## src/rtl/multicycle_ctrl.sv

```systemverilog
// Control FSM for the multi-cycle RISC-V core: fetch/decode/execute/mem/writeback sequencing.
// Optional MULTICYCLE_TRAP_EN: illegal instructions halt in TRAP instead of retiring as NOPs.
module multicycle_ctrl #(
  parameter int INSTRET_W    = 32,
  parameter int MEM_WAIT_MAX = 16
) (
  input  logic                 clk,
  input  logic                 rst_n,
  input  logic [6:0]           opcode,
  input  logic [2:0]           funct3,
  input  logic                 mem_ready,
  input  logic                 branch_taken,
  output logic                 mem_req,
  output logic                 mem_we,
  output logic                 ir_we,
  output logic                 pc_we,
  output logic                 pc_sel,
  output logic                 rf_we,
  output logic [1:0]           wb_sel,
  output logic [3:0]           alu_func,
  output logic [1:0]           alu_src,
  output logic [2:0]           state,
  output logic [INSTRET_W-1:0] instret,
  output logic                 bus_err,
  output logic                 trap
);

  localparam logic [2:0] S_FETCH  = 3'd0;
  localparam logic [2:0] S_DECODE = 3'd1;
  localparam logic [2:0] S_EXEC   = 3'd2;
  localparam logic [2:0] S_MEM    = 3'd3;
  localparam logic [2:0] S_WB     = 3'd4;
  localparam logic [2:0] S_TRAP   = 3'd5;

  localparam int WAIT_W = $clog2(MEM_WAIT_MAX + 1);

  logic [2:0]           state_q, state_d;
  logic [INSTRET_W-1:0] instret_q, instret_d;
  logic                 bus_err_q, bus_err_d;
  logic [WAIT_W-1:0]    wait_q, wait_d;
  logic                 retire;

  logic is_r, is_i, is_load, is_store, is_lui, is_jal, is_branch, f3_ok, legal;
  logic [3:0] dec_func;
  logic [1:0] dec_src;

  always_comb begin
    is_r      = (opcode == 7'b0110011);
    is_i      = (opcode == 7'b0010011);
    is_load   = (opcode == 7'b0000011);
    is_store  = (opcode == 7'b0100011);
    is_lui    = (opcode == 7'b0110111);
    is_jal    = (opcode == 7'b1101111);
    is_branch = (opcode == 7'b1100011);
    f3_ok     = (funct3 == 3'b000) || (funct3 == 3'b110) || (funct3 == 3'b111);
    legal     = ((is_r || is_i) && f3_ok) || is_load || is_store || is_lui || is_jal || is_branch;

    dec_func = 4'd0;
    dec_src  = 2'b00;
    if (is_r || is_i) begin
      case (funct3)
        3'b110:  dec_func = 4'd6;
        3'b111:  dec_func = 4'd7;
        default: dec_func = is_i ? 4'd1 : 4'd0;
      endcase
      dec_src = is_i ? 2'b10 : 2'b00;
    end else if (is_load) begin
      dec_func = 4'd2;
      dec_src  = 2'b10;
    end else if (is_store) begin
      dec_func = 4'd3;
      dec_src  = 2'b10;
    end else if (is_lui) begin
      dec_func = 4'd4;
      dec_src  = 2'b01;
    end else if (is_jal) begin
      dec_func = 4'd5;
      dec_src  = 2'b10;
    end else if (is_branch) begin
      dec_func = 4'd8;
      dec_src  = 2'b00;
    end
  end

  always_comb begin
    state_d  = state_q;
    retire   = 1'b0;
    mem_req  = 1'b0;
    mem_we   = 1'b0;
    ir_we    = 1'b0;
    pc_we    = 1'b0;
    pc_sel   = 1'b0;
    rf_we    = 1'b0;
    wb_sel   = 2'b00;
    alu_func = 4'd0;
    alu_src  = 2'b00;
    case (state_q)
      S_FETCH: begin
        mem_req = 1'b1;
        if (mem_ready) begin
          ir_we   = 1'b1;
          state_d = S_DECODE;
        end
      end
      S_DECODE: begin
        if (legal) begin
          state_d = S_EXEC;
        end else begin
`ifdef MULTICYCLE_TRAP_EN
          state_d = S_TRAP;
`else
          pc_we   = 1'b1;
          retire  = 1'b1;
          state_d = S_FETCH;
`endif
        end
      end
      S_EXEC: begin
        alu_func = dec_func;
        alu_src  = dec_src;
        if (is_load || is_store) begin
          state_d = S_MEM;
        end else if (is_branch) begin
          pc_we   = 1'b1;
          pc_sel  = branch_taken;
          retire  = 1'b1;
          state_d = S_FETCH;
        end else begin
          pc_we   = is_jal;
          pc_sel  = is_jal;
          state_d = S_WB;
        end
      end
      S_MEM: begin
        mem_req  = 1'b1;
        mem_we   = is_store;
        alu_func = dec_func;
        alu_src  = dec_src;
        if (mem_ready) begin
          if (is_store) begin
            pc_we   = 1'b1;
            retire  = 1'b1;
            state_d = S_FETCH;
          end else begin
            state_d = S_WB;
          end
        end
      end
      S_WB: begin
        rf_we   = 1'b1;
        wb_sel  = is_load ? 2'b01 : (is_jal ? 2'b10 : 2'b00);
        // JAL already redirected the PC in EXEC
        pc_we   = !is_jal;
        retire  = 1'b1;
        state_d = S_FETCH;
      end
      S_TRAP: begin
`ifdef MULTICYCLE_TRAP_EN
        state_d = S_TRAP;
`else
        state_d = S_FETCH;
`endif
      end
      default: state_d = S_FETCH;
    endcase
  end

  // Timeout only raises the sticky flag; the request keeps retrying.
  always_comb begin
    wait_d    = wait_q;
    bus_err_d = bus_err_q;
    instret_d = retire ? instret_q + INSTRET_W'(1) : instret_q;
    if (!mem_req || mem_ready || (state_d != state_q)) begin
      wait_d = '0;
    end else if (wait_q == WAIT_W'(MEM_WAIT_MAX - 1)) begin
      wait_d    = '0;
      bus_err_d = 1'b1;
    end else begin
      wait_d = wait_q + WAIT_W'(1);
    end
  end

  always_ff @(posedge clk or negedge rst_n) begin
    if (!rst_n) begin
      state_q   <= S_FETCH;
      instret_q <= '0;
      bus_err_q <= 1'b0;
      wait_q    <= '0;
    end else begin
      state_q   <= state_d;
      instret_q <= instret_d;
      bus_err_q <= bus_err_d;
      wait_q    <= wait_d;
    end
  end

  assign state   = state_q;
  assign instret = instret_q;
  assign bus_err = bus_err_q;
`ifdef MULTICYCLE_TRAP_EN
  assign trap    = (state_q == S_TRAP);
`else
  assign trap    = 1'b0;
`endif

endmodule

```

## config.mk

```make
export PLATFORM = sky130hd
export DESIGN_NAME = multicycle_ctrl
export DESIGN_NICKNAME = d
export VERILOG_FILES = /design/src/rtl/multicycle_ctrl.sv
export SDC_FILE = /design/constraint.sdc
export NUM_CORES = 1
export LEC_CHECK = 0
export BUFFER_PORTS_ARGS = -buffer_cell sky130_fd_sc_hd__buf_2
export CAP_MARGIN = 20
export CORE_ASPECT_RATIO = 0.5
export CORE_UTILIZATION = 25
export CTS_BUF_LIST = sky130_fd_sc_hd__clkbuf_16
export CTS_CLUSTER_DIAMETER = 50
export DETAILED_ROUTE_END_ITERATION = 16
export GPL_TIMING_DRIVEN = 0
export PLACE_DENSITY = 0.53
export REMOVE_ABC_BUFFERS = 1
export SKIP_LAST_GASP = 1
export SLEW_MARGIN = 0
export SYNTH_ARGS = -nofsm -noshare
export SYNTH_HDL_FRONTEND = slang
export SYNTH_SLANG_ARGS = --single-unit
```

## constraint.sdc

```tcl
create_clock -name clk -period 5.5 [get_ports clk]
set_clock_uncertainty 0.05 [all_clocks]
set_input_delay 0.55 -clock clk [delete_from_list [all_inputs] [get_ports clk]]
set_output_delay 0.55 -clock clk [all_outputs]
set_load 0.03 [all_outputs]
```

# Yosys cells after proc, flatten, opt, wreduce, memory -nomap -nowiden
# Cells that the tools add are included.
[word_totals]
word_cells = 85
reg_bits = 41
in_bits = 14
[op_classes]
n_addsub = 2
reduce_logical = 19
eq_ne = 15
bitwise = 1
n_mux = 44
[op_table]
columns = ["operator", "count"]
rows = [
  ["$add 32x1->32 const B", 1],
  ["$mux 4", 7],
  ["$eq 7x6->1 const B", 3],
  ["$mux 2", 10],
  ["$mux 1", 16],
  ["$mux 3", 5],
  ["$eq 7x7->1 const B", 2],
  ["$pmux 3 s4", 1],
  ["$logic_or 1x1->1", 11],
  ["$mux 5", 2],
  ["$eq 3x3->1 const B", 3],
  ["$pmux 1 s4", 2],
  ["$eq 7x2->1 const B", 1],
  ["$eq 7x5->1 const B", 1],
  ["$eq 3x2->1 const B", 2],
  ["$logic_not 3->1", 2],
  ["$pmux 3 s2", 1],
  ["$add 5x1->5 const B", 1],
  ["$eq 5x4->1 const B", 1],
  ["$reduce_or 2->1", 2],
  ["$eq 3x1->1 const B", 1],
  ["$ne 3x3->1", 1],
  ["$logic_not 1->1", 2],
  ["$reduce_and 2->1", 1],
  ["other kinds (2)", 2],
]

# Longest topological paths before layout
[logic_depth]
ltp_word = 15
depth_mapped = 8
mapped_depth_nobuf = 6

# Worst setup path before layout
# Ideal clock, no wire load.
[synth_path]
path_kind = "in2out"
from = "input port opcode[3]"
to = "output port pc_sel"
arrival_time_ns = 2.774
path_stages = 5
setup_slack_ns = 2.126
required_time_ns = 4.900
cell_sequence = "buf_6 -> and4bb_4 -> and3_1 -> nand2_1 -> a2111oi_0"
[synth_between]
elab_chain_cells = 4
word_cells_on_any_way = 8
cone_classes = "eq/ne (4); mux (3); reduce/logical (1)"
[synth_lines]
columns = ["element", "line", "source"]
rows = [
  ["start, declared", "9", "input logic [6:0] opcode,"],
  ["$eq 7x7->1, or another cell as far along", "53", "is_jal = (opcode == 7'b1101111);"],
  ["$mux 1 or $logic_or 1x1->1 (tied branches)", "123, 121", ""],
  ["$mux 1 (*)", "121", "if (is_load || is_store) begin"],
  ["$mux 1 (*)", "97", "case (state_q)"],
  ["end, declared", "17", "output logic pc_sel,"],
]
# Mark *: on every way between the ends. The rest lies on a longest branch, timed or not.

# Worst setup path after layout
[layout_path]
from = "input port opcode[2]"
to = "output port pc_sel"
# Same word-level chain as after synthesis.

==> results.yml <==
run_status:
  status: "finished, violations left"
  violations: "DRC"
worst_setup_path:
  path_common_cell: "buf_2"
  path_class: "primary input to output port"
  cp.depth: 6
  slowest_stage: "a2111oi_0"
  cp.required_ns: 4.90
  cp.arrival_ns: 2.08
  slowest_delay_ns: 0.49
  crit_family: "simple AND/OR/NAND/NOR gates"
  crit_path_end_kind: "output port"
  crit_chain: "buf_2, and4bb_4, and3_1, nand2_1, a2111oi_0, buf_2"
  critPathLaunchType: "primary input"
  crit_buf_inv: 2
  reg2reg_depth: 4
  crit_path_max_fanout: 7
sta:
  max_slew_margin_pct: 40.1
  finalSetupTns_ns: 0
  tightest_slew_ns: 0.898
  min_period_ns: 2.68
  max_freq_mhz: 373
  rsz0062_at_grt: "no"
  slew_viol_final: 0
  post-route-period-util_pct: 48.7
  hold_viol_final: 0
  setup_violations: 0
synthesis:
  synth_xor_area_share_pct: 12.1
  synth_area_leaders: "dfrtp_1, xnor2_1, nand4_1"
  dominantRegCellSynth: "dfrtp_1"
  yosys_register_bits: 41
  synth.most_common_cell: "dfrtp_1"
  synthSimpleGateAreaFrac_pct: 29.5
  syn_inst: 241
  synthesis.area_sq_mm: 0.00232
  synth-adder-area-share_pct: 1.08
  yosys_warnings: 0
  yosysSeqAreaShare_pct: 44.2
  synthMuxAreaShare_pct: 0.485
  synth_common_cells: "dfrtp_1, xnor2_1, nand2_1, nand4_1, and3_1"
  async_flop_share_pct: 100
  synthDominantCellAreaShare_pct: 44.2
  synth_compound_area_share_pct: 7.98
  synth_edf_count: 0
  synth_top_cell_by_area: "dfrtp_1"
  yosysUniqueCellTypes: 48
  syn_area_per_cell_sq_um: 9.63
  synth_top_family_by_area: "simple AND/OR/NAND/NOR gates"
clock_network:
  cts_max_path_buffers: 2
  ctsHoldBuffers: 0
  cts_buffers: 5
  htree_levels: 2
  clkSlewWorstSetupHoldPaths_ns: 0.06
  cts_setup_buffers: 0
  clock-sinks: 41
  cts_root_buffer: "clkbuf_16"
  postCtsResizedCells: 0
  cts_tree: "built"
  clkLatencyLatePin_ns: 0.28
global_routing:
  antenna_found_initial: 0
  met2_usage_pct: 19.9
  met3_usage_pct: 2.61
  grt_pass1_vias: 1894
  grt-ovfl-total: 0
  grt_start_max_net_pins: 42
  grt_usage_pct: 11.7
  grt_pass1_wl_microns: 9230
  grt_util_met1_pct: 15.2
  busiest_layer: "met2"
layout:
  antennaDiodeCount: 0
  multi_input_area_sq_mm: 0.00119
  syn_to_final_growth_pct: 22.0
  seqCellArea_sq_mm: 0.00103
  post-route-util_pct: 32.0
  layout-drive-gt1-share_pct: 25.5
  num-fill-cells: 913
  stdcell_area_sq_mm: 0.00283
  num-nets-final: 313
  finalNonFillerCells: 415
worst_hold_path:
  hold_class: "primary input to async pin"
power_and_ir_drop:
  ir_worst_vdd_uv: 117
  p_total_mw: 0.802
  p_leak_nw: 1.34
  p_per_area_mw_per_mm2: 283
placement:
  dpl_cell_area_sq_mm: 0.00269
  dp.cells: 407
  dp_hpwl_microns: 4070
  io_buffers: 63
  gp_congestion: 0.803
die:
  io_pins: 65
  chipHeight_microns: 70.1
  fp-row-count: 24
  dieArea_sq_mm: 0.00970
  initial_core_util_pct: 26.2
  coreArea_sq_mm: 0.00886
  die_x_microns: 138
detailed_routing:
  wirelength_microns: 5520
  num_vias: 1989
  drc: 6
  first_pass_iters: 10
  drtIter0Drc: 162
  route.detailed.wl_per_inst_microns: 13.3
  ant_nets: 0
  via_per_inst: 4.79
run:
  maxCapViolCount: 0
-- sequential cells by signal, indices dropped and copies added (netlist names) --
| name | cells |
|---|---|
| bus_err | 1 |
| instret | 32 |
| wait_q | 5 |
| state | 3 |
-- metal layers --
| layer | part of all wire [%] | routed length [microns] | vias up |
|---|---|---|---|
| met4 | 0.87 | 48 | 0 |
| met2 | 48 | 2660 | 44 |
| met1 | 46 | 2560 | 971 |
| li1 | - | - | 969 |
| met3 | 4.6 | 256 | 5 |
| met5 | 0 | 0 | - |
-- power breakdown --
group	switching [mW]	internal (mW)	leakage, nW
clock network	0.106	0.164	0.0748
logic	0.121	0.0553	0.707
registers	0.0287	0.326	0.559
total	0.256	0.546	1.34
-- worst reg2reg max path, stage by stage, from the launching register on --
cell,delay [ns]
dfrtp_1,0.51
nand2b_1,0.36
o311a_4,0.43
nand2_4,0.28
mux2_2,0.39
-- cell type report --
class                      instances  share of cell area, %
clock buffer                       5                   4.42
tap                              117                   5.17
clock inverter                     3                  0.486
timing repair buffer              63                   11.1
sequential                        41                   36.2
inverter                           4                  0.530
multi-input combinational        182                   42.0
-- layout by cell type (no fill, tap or decap), drive strengths merged, types with 3 or more instances in the layout --
cell type  Yosys  routed
o21ai          3       3
nand2         25      25
o211ai         3       3
nor4           4       4
dfrtp         41      41
nor3b          3       3
nand3         11      11
and3          18      18
and2           3       3
inv            4       5
nor2          15      15
clkbuf         5       5
nor3           7       7
buf            9      63
xnor2         31      31
nand4         21      21
a21oi          8       8
-- kinds of logic after synthesis --
logic type,count (synthesis)
AO/OA/AOI/OAI,25
other,1
multiplexers,1
flip-flops,41
AND/OR/NAND/NOR,121
buffers and inverters,18
adder cells (fa/ha/maj),2
XOR/XNOR,32
-- path summary, 6_finish.rpt --
path,start,to,slack [ns]
max,opcode[2],pc_sel,2.82
min,rst_n,instret[13],0.35
max reg2reg,state[2],instret[1],3.38
min reg2reg,bus_err,bus_err,0.41
max in group asynchronous,rst_n,instret[2],4.49
min in group clk,bus_err,bus_err,0.41
-- stage by stage --
step / setup slack, ns / hold slack (ns)
floorplan: 2.22 / 0.204
global placement: 2.84 / 0.397
detailed placement: 2.84 / 0.394
CTS: 2.83 / 0.390
global route: 2.67 / 0.434
finish: 2.82 / 0.353
No activity file was read; power rests on OpenSTA's default activity.
